<file path="src/rtl/sort3_stream_if.sv">
// +----------------------------------------------------------------------+
// | sort3_stream_if : handshake bundle for the 3-word streaming sorter    |
// | Revision: 1.0                                                        |
// +----------------------------------------------------------------------+
`default_nettype none

interface sort3_stream_if #(
    parameter int WIDTH = 8
);
    logic             in_valid;
    logic [WIDTH-1:0] in_data;
    logic             in_desc;
    logic             in_ready;
    logic             out_valid;
    logic [WIDTH-1:0] out_data;
    logic [1:0]       out_idx;
    logic             out_last;
    logic             out_ready;
    logic             busy;

    // slave is the sorter side, master is the producer/consumer side
    modport slave (
        input  in_valid, in_data, in_desc, out_ready,
        output in_ready, out_valid, out_data, out_idx, out_last, busy
    );

    modport master (
        output in_valid, in_data, in_desc, out_ready,
        input  in_ready, out_valid, out_data, out_idx, out_last, busy
    );
endinterface

`default_nettype wire

</file>
<file path="src/rtl/sort3_stream.sv">
// +----------------------------------------------------------------------+
// | sort3_stream : serial 3-value sorter, load / 3x compare-swap / emit   |
// | Revision: 1.0                                                        |
// +----------------------------------------------------------------------+
`default_nettype none

module sort3_stream #(
    parameter int WIDTH = 8
) (
    input  logic           clk,
    input  logic           rst_n,
    sort3_stream_if.slave  bus
);

    localparam logic [2:0] S_LOAD = 3'd0;
    localparam logic [2:0] S_CMP0 = 3'd1;
    localparam logic [2:0] S_CMP1 = 3'd2;
    localparam logic [2:0] S_CMP2 = 3'd3;
    localparam logic [2:0] S_EMIT = 3'd4;

    logic [2:0]            state_q, state_d;
    logic [1:0]            cnt_q, cnt_d;
    logic [1:0]            ecnt_q, ecnt_d;
    logic                  dir_q, dir_d;
    logic                  out_valid_q, out_valid_d;
    logic [2:0][WIDTH-1:0] val_q, val_d;
    logic [2:0][1:0]       idx_q, idx_d;

    logic [1:0]            lpos_w, rpos_w;
    logic [WIDTH-1:0]      lval_w, rval_w;
    logic                  swap_w;

    // CMP1 works on slots 1/2; CMP0 and CMP2 both work on slots 0/1
    always_comb begin
        lpos_w = (state_q == S_CMP1) ? 2'd1 : 2'd0;
        rpos_w = lpos_w + 2'd1;
        lval_w = val_q[lpos_w];
        rval_w = val_q[rpos_w];
        swap_w = dir_q ? (lval_w < rval_w) : (lval_w > rval_w);
    end

    always_comb begin
        state_d     = state_q;
        cnt_d       = cnt_q;
        ecnt_d      = ecnt_q;
        dir_d       = dir_q;
        out_valid_d = out_valid_q;
        val_d       = val_q;
        idx_d       = idx_q;
        case (state_q)
            S_LOAD: begin
                if (bus.in_valid) begin
                    val_d[cnt_q] = bus.in_data;
                    idx_d[cnt_q] = cnt_q;
                    if (cnt_q == 2'd0) begin
                        dir_d = bus.in_desc;
                    end
                    if (cnt_q == 2'd2) begin
                        cnt_d   = 2'd0;
                        state_d = S_CMP0;
                    end else begin
                        cnt_d = cnt_q + 2'd1;
                    end
                end
            end
            S_CMP0, S_CMP1, S_CMP2: begin
                if (swap_w) begin
                    val_d[lpos_w] = rval_w;
                    val_d[rpos_w] = lval_w;
                    idx_d[lpos_w] = idx_q[rpos_w];
                    idx_d[rpos_w] = idx_q[lpos_w];
                end
                if (state_q == S_CMP0) begin
                    state_d = S_CMP1;
                end else if (state_q == S_CMP1) begin
                    state_d = S_CMP2;
                end else begin
                    state_d     = S_EMIT;
                    out_valid_d = 1'b1;
                    ecnt_d      = 2'd0;
                end
            end
            S_EMIT: begin
                if (bus.out_ready) begin
                    if (ecnt_q == 2'd2) begin
                        out_valid_d = 1'b0;
                        ecnt_d      = 2'd0;
                        state_d     = S_LOAD;
                    end else begin
                        ecnt_d = ecnt_q + 2'd1;
                    end
                end
            end
            default: begin
                state_d = S_LOAD;
            end
        endcase
    end

    always_ff @(posedge clk) begin
        if (!rst_n) begin
            state_q     <= S_LOAD;
            cnt_q       <= 2'd0;
            ecnt_q      <= 2'd0;
            dir_q       <= 1'b0;
            out_valid_q <= 1'b0;
            val_q       <= '0;
            idx_q       <= '0;
        end else begin
            state_q     <= state_d;
            cnt_q       <= cnt_d;
            ecnt_q      <= ecnt_d;
            dir_q       <= dir_d;
            out_valid_q <= out_valid_d;
            val_q       <= val_d;
            idx_q       <= idx_d;
        end
    end

    // Slots are frozen during EMIT, so the output mux is stable under backpressure
    assign bus.in_ready  = (state_q == S_LOAD);
    assign bus.out_valid = out_valid_q;
    assign bus.out_data  = out_valid_q ? val_q[ecnt_q] : '0;
    assign bus.out_idx   = out_valid_q ? idx_q[ecnt_q] : 2'd0;
    assign bus.out_last  = out_valid_q && (ecnt_q == 2'd2);
    assign bus.busy      = !((state_q == S_LOAD) && (cnt_q == 2'd0));

endmodule

`default_nettype wire

</file>
<file path="src/flat_wrapper.sv">
// flat-port wrapper written by rule: the top's interface ports become plain ports
module sort3_stream_flat 
#(
    parameter int WIDTH = 8
)
  (clk, rst_n, bus_in_valid, bus_in_data, bus_in_desc, bus_out_ready, bus_in_ready, bus_out_valid, bus_out_data, bus_out_idx, bus_out_last, bus_busy);
  sort3_stream_if #(.WIDTH(WIDTH)) bus_i ();
  input  logic clk;
  input  logic rst_n;
  input wire logic [$bits(bus_i.in_valid)-1:0] bus_in_valid;
  input wire logic [$bits(bus_i.in_data)-1:0] bus_in_data;
  input wire logic [$bits(bus_i.in_desc)-1:0] bus_in_desc;
  input wire logic [$bits(bus_i.out_ready)-1:0] bus_out_ready;
  output wire logic [$bits(bus_i.in_ready)-1:0] bus_in_ready;
  output wire logic [$bits(bus_i.out_valid)-1:0] bus_out_valid;
  output wire logic [$bits(bus_i.out_data)-1:0] bus_out_data;
  output wire logic [$bits(bus_i.out_idx)-1:0] bus_out_idx;
  output wire logic [$bits(bus_i.out_last)-1:0] bus_out_last;
  output wire logic [$bits(bus_i.busy)-1:0] bus_busy;
  assign bus_i.in_valid = bus_in_valid;
  assign bus_i.in_data = bus_in_data;
  assign bus_i.in_desc = bus_in_desc;
  assign bus_i.out_ready = bus_out_ready;
  assign bus_in_ready = bus_i.in_ready;
  assign bus_out_valid = bus_i.out_valid;
  assign bus_out_data = bus_i.out_data;
  assign bus_out_idx = bus_i.out_idx;
  assign bus_out_last = bus_i.out_last;
  assign bus_busy = bus_i.busy;
  sort3_stream #(.WIDTH(WIDTH)) u_core (.clk(clk), .rst_n(rst_n), .bus(bus_i));
endmodule
</file>
<file path="config.mk">
export PLATFORM = sky130hd
export DESIGN_NAME = sort3_stream_flat
export DESIGN_NICKNAME = d
export VERILOG_FILES = /design/src/rtl/sort3_stream_if.sv /design/src/rtl/sort3_stream.sv /design/src/flat_wrapper.sv
export SDC_FILE = /design/constraint.sdc
export NUM_CORES = 1
export LEC_CHECK = 0
export ABC_AREA = 1
export BUFFER_PORTS_ARGS = -buffer_cell sky130_fd_sc_hd__buf_2
export CAP_MARGIN = 30
export CORE_AREA = 2 2 55 96
export CTS_CLUSTER_SIZE = 12
export DETAILED_ROUTE_END_ITERATION = 10
export DIE_AREA = 0 0 57 98
export GPL_TIMING_DRIVEN = 0
export HOLD_SLACK_MARGIN = 0.08
export PLACE_DENSITY = 0.86
export SYNTH_ARGS = -nofsm -noshare
export SYNTH_HDL_FRONTEND = slang
export SYNTH_SLANG_ARGS = --single-unit
</file>
<file path="constraint.sdc">
create_clock -name clk -period 3.56 [get_ports clk]
set_input_delay 0.178 -clock clk [delete_from_list [all_inputs] [get_ports clk]]
set_output_delay 0.178 -clock clk [all_outputs]
set_load 0.01 [all_outputs]
</file>
# Word-level counts from Yosys, hierarchy flattened
# Cells that the tools add are included.
[word_totals] elab_cells=111 regBits=39 output_inout_bits=14 inputBits=13
[classes] n_reduce_logical=17 eq_ne=13 n_addsub=3 n_lt_le_gt_ge=9 n_mux=58
[op_table] operator="$bwmux W24" count=3
[op_table] operator="$mux W8" count=7
[op_table] operator="$bmux W8 S2" count=3
[op_table] operator="$demux W8 S2" count=3
[op_table] operator="$mux W24" count=2
[op_table] operator="$pmux W24 S2" count=1
[op_table] operator="$mux W2" count=12
[op_table] operator="$bwmux W6" count=3
[op_table] operator="$mux W3" count=6
[op_table] operator="$bmux W2 S2" count=3
[op_table] operator="$demux W2 S2" count=3
[op_table] operator="$lt A2 B3 Y1 const B" count=4
[op_table] operator="$mux W6" count=2
[op_table] operator="$pmux W6 S2" count=1
[op_table] operator="$pmux W3 S3" count=1
[op_table] operator="$gt A8 B8 Y1" count=1
[op_table] operator="$lt A8 B8 Y1" count=1
[op_table] operator="$ne A2 B2 Y1 const B" count=4
[op_table] operator="$reduce_and A4 Y1" count=2
[op_table] operator="$add A2 B1 Y2 const B" count=3
[op_table] operator="$eq A3 B2 Y1 const B" count=2
[op_table] operator="$ge A2 B1 Y1 const B" count=3
[op_table] operator="$mux W1" count=6
[op_table] operator="$ne A2 B1 Y1 const B" count=3
[op_table] operator="other kinds (14)" count=21

# Longest topological paths before layout
[logic_depth] word_depth=10 depth_mapped=20 depth_no_buf=19

# Worst setup path after synthesis
# No wires, ideal clock.
[synth_timing] path_type="register to register" startpoint="register u_core.state_q[2]" endpoint="register u_core.val_q[10] (netlist name)" t_required_ns=3.450 t_arrival_ns=2.400 setup_slack_ns=1.050 path_buffers=3 path_stages_with_launch=16 cell_sequence="dfxtp_1 -> inv_2 -> nand3_2 -> buf_2 -> clkbuf_1 -> o21ai_0 -> ha_1 -> a21oi_1 -> nor2_1 -> nor2_1 -> nand3_1 -> nand3_2 -> clkbuf_1 -> nand4_1 -> nand2_1 -> nor2_1"
[synth_between] elab_chain_len=10 elab_cells_between_ends=32 classes_between="add/sub: 1; order compare: 6; eq/ne: 5; mux: 14; reduce/logical: 6"
[synth_lines] item="start: declaration" line_no="sort3_stream.sv:21" source="logic [2:0] state_q, state_d;"
[synth_lines] item="start signal: assignment" line_no="sort3_stream.sv:110" source="state_q <= state_d;"
[synth_lines] item="parallel branches: the longest is 10 deep, another holds $gt A8 B8 Y1"
[synth_lines] item="end signal: assignment" line_no="sort3_stream.sv:115" source="val_q <= val_d;"
[synth_lines] item="end: declaration" line_no="sort3_stream.sv:26" source="logic [2:0][WIDTH-1:0] val_q, val_d;"
# Parallel ways; which one is timed is not known. The select of a mux whose other input is x is not followed.
# A chain may end at the register's enable or synchronous reset.

# Worst setup path in the final report
[layout_timing] startpoint="register u_core.state_q[2]" endpoint="register u_core.val_q[13] (netlist name)"
# Same word-level chain as after synthesis.

==> results.yml <==
clocking:
  cts_num_sinks: 39
  clkTransAtPathRegs_ns: 0.08
  cts_tree: "yes"
  cts_setup_buffers: 0
  htreeDepth: 2
  clkLatencyLatePin_ns: 0.30
  cts_buffer_depth: 2
  cts_buffers: 5
  cts_root_buf: "clkbuf_8"
sta:
  timing.final.ws_setup_ns: 0.362
  setup_viol: 0
  tns_ns: 0
  slew_headroom: 0.518
  finalHoldViolCount: 0
  fmax_mhz: 313
  period_share: 0.898
  max_slew.worst_pin.slew_ns: 0.724
  fin_skew_ns: 0.00442
  layout_min_cycle_time_ns: 3.20
  drv_slew: 0
  rsz0062_at_grt: "false"
  hold_ws_ns: 0.121
die:
  core_sq_um: 4850
  die_w_microns: 57
  start_util: 0.569
  pin_count: 27
  die-area_sq_um: 5590
  rows: 34
  die-height_microns: 98
worst_setup_path:
  critPathKind: "register to register"
  critPathRequiredTime_ns: 3.80
  r2r_cells: 17
  slowest_stage: "dfxtp_1"
  crit_buf_inv: 5
  cp_max_fo: 10
  cp-end-kind: "register"
  cp_top_family: "simple AND/OR/NAND/NOR gates"
  worstPathArrival_ns: 3.44
  cp-startpoint: "u_core.state_q[2]"
  crit_chain: "inv_2 -> nand3_2 -> buf_2 -> clkbuf_2 -> nand2_1 -> o21ai_0 -> ha_1 -> a21oi_1 -> nor2_1 -> nor2_1 -> nand3_1 -> nand3_2 -> buf_4 -> nand3_2 -> nand2_1 -> inv_1 -> nor2_1"
  cp_num_cells: 17
  reg2reg_to: "u_core.val_q[13]"
  reg2reg_from: "u_core.state_q[2]"
  worstSetupStartpointType: "register"
  r2r_setup_slack_ns: 0.36
  slowest_delay_ns: 0.47
routing:
  vias: 3259
  antenna_left: 0
  viasPerCell: 6.16
  first_pass_iters: 5
  drt_wl_total_microns: 8800
  drt_iter0_markers: 252
  drc: 0
  wl_per_cell_microns: 16.6
synth:
  yosysTopAreaCellShare: 0.283
  async_reset_ff_frac: 0
  yosysTopAreaCell: "dfxtp_1"
  seq_area_frac_synth: 0.283
  syn_area_sq_um: 2760
  syn_inst: 441
  yosys.cell_count.top_type: "nand2_1"
  yosys-top-cells-area: "dfxtp_1, nand2_1, inv_1"
  synth-seq-cells: 39
  yosys-top-cells-count: "nand2_1, inv_1, nor2_1"
  avgSynthCellArea_sq_um: 6.26
  synthFlopType: "dfxtp_1"
  synth_enable_flop_cells: 0
  syn_nets: 462
  netlist-cell-type-count: 31
  ys_warn_count: 0
pwr:
  powerDensity_nw_per_um2: 1080
  leakage_nw: 1.55
  ir_worst_vdd_mv: 1.10
  total_power_mw: 3.32
place:
  port_buffers: 26
  post-dp-hpwl_microns: 6160
  post_dp_cell_area_sq_um: 2960
  post-place-cells: 521
  pre_cts_slack_ns: 0.253
  gp_routability_congestion: 1.01
cells_and_area:
  n_antenna_cell: 0
  area_growth_pct: 11.4
  final_nets: 495
  drive_above_1_share: 0.137
  finish.instance_area_sq_um: 3070
  final_cells: 529
  utilization: 0.634
global_route:
  antenna_found_initial: 0
  grt_max_degree: 14
  grt_pass1_vias: 3147
  grt_overflow: 0
  grt_pass1_wl_microns: 14400
  grt.total_usage: 0.326
outcome:
  outcome: "finished, final reports clean"
run:
  maxCapViolations: 0
hold_path:
  hp-start: "bus_in_desc"
  min_path_type: "input pin to register"
  worstHoldPathCells: 3
  hold_end: "u_core.dir_q"
power by group:
group          total [mW]  switching (mW)  internal, mW
clock network       0.381           0.172         0.209
logic                2.25            1.53         0.720
registers           0.692           0.104         0.587
total                3.32            1.80          1.52
cells in the final DEF, fill, tap and decap left out, drive strengths merged:
master,count
inv,83
bufinv,1
dfxtp,39
nand3,9
clkbuf,15
ha,8
buf,36
nor2,63
nand4,27
a21o,1
clkinv,3
a211oi,1
a221oi,3
o221ai,4
or2,1
a21oi,16
a32oi,8
o21ai,32
a22oi,15
o22ai,6
nand2,104
state kept, by name, summed over array words and instances (netlist names), named ones only:
name,cells
u_core.state_q,3
u_core.dir_q,1
u_core.idx_q,5
u_core.cnt_q,2
u_core.ecnt_q,2
u_core.val_q,24
u_core.bus.out_valid,1
logic make-up after synthesis:
logic type	synth area share
buffers and inverters	0.150
flip-flops	0.283
AO/OA/AOI/OAI	0.197
AND/OR/NAND/NOR	0.334
adder cells (fa/ha/maj)	0.0363
final cells by class:
type                    instances  area, sq um
clock buffers                   5         68.8
clock inverters                 3         43.8
flip-flops and latches         39          781
multi-input cells             298         1570
fillers                       473         1780
plain buffers                  20          101
inverters                      84          315
repair buffers                 26          130
well taps                      54         67.6
timing repair:
item | in CTS | in global routing
setup endpoints to repair | 0 | 15
hold buffers | 0 | 0
gates resized for setup | 0 | 6
metal layers:
metal	track usage	vias up	wire, microns
met5	0	-	0
met4	0.250	0	689
met3	0.0596	78	900
met2	0.531	236	4140
met1	0.364	1442	3070
li1	-	1503	-
worst max-delay path by stage:
stage | to | slack (ns)
after floorplan | u_core.val_q[10] | 1.05
after global placement | u_core.val_q[16] | 0.34
after detailed placement | u_core.val_q[16] | 0.25
after CTS | u_core.val_q[16] | 0.24
after global routing | u_core.val_q[16] | 0.12
final | u_core.val_q[13] | 0.36
tightest hold or removal path: stages:
cell and delay, ns:
buf_2 0.08, nor2_1 0.04, nor2_1 0.09
No activity file was read; power rests on OpenSTA's default activity.
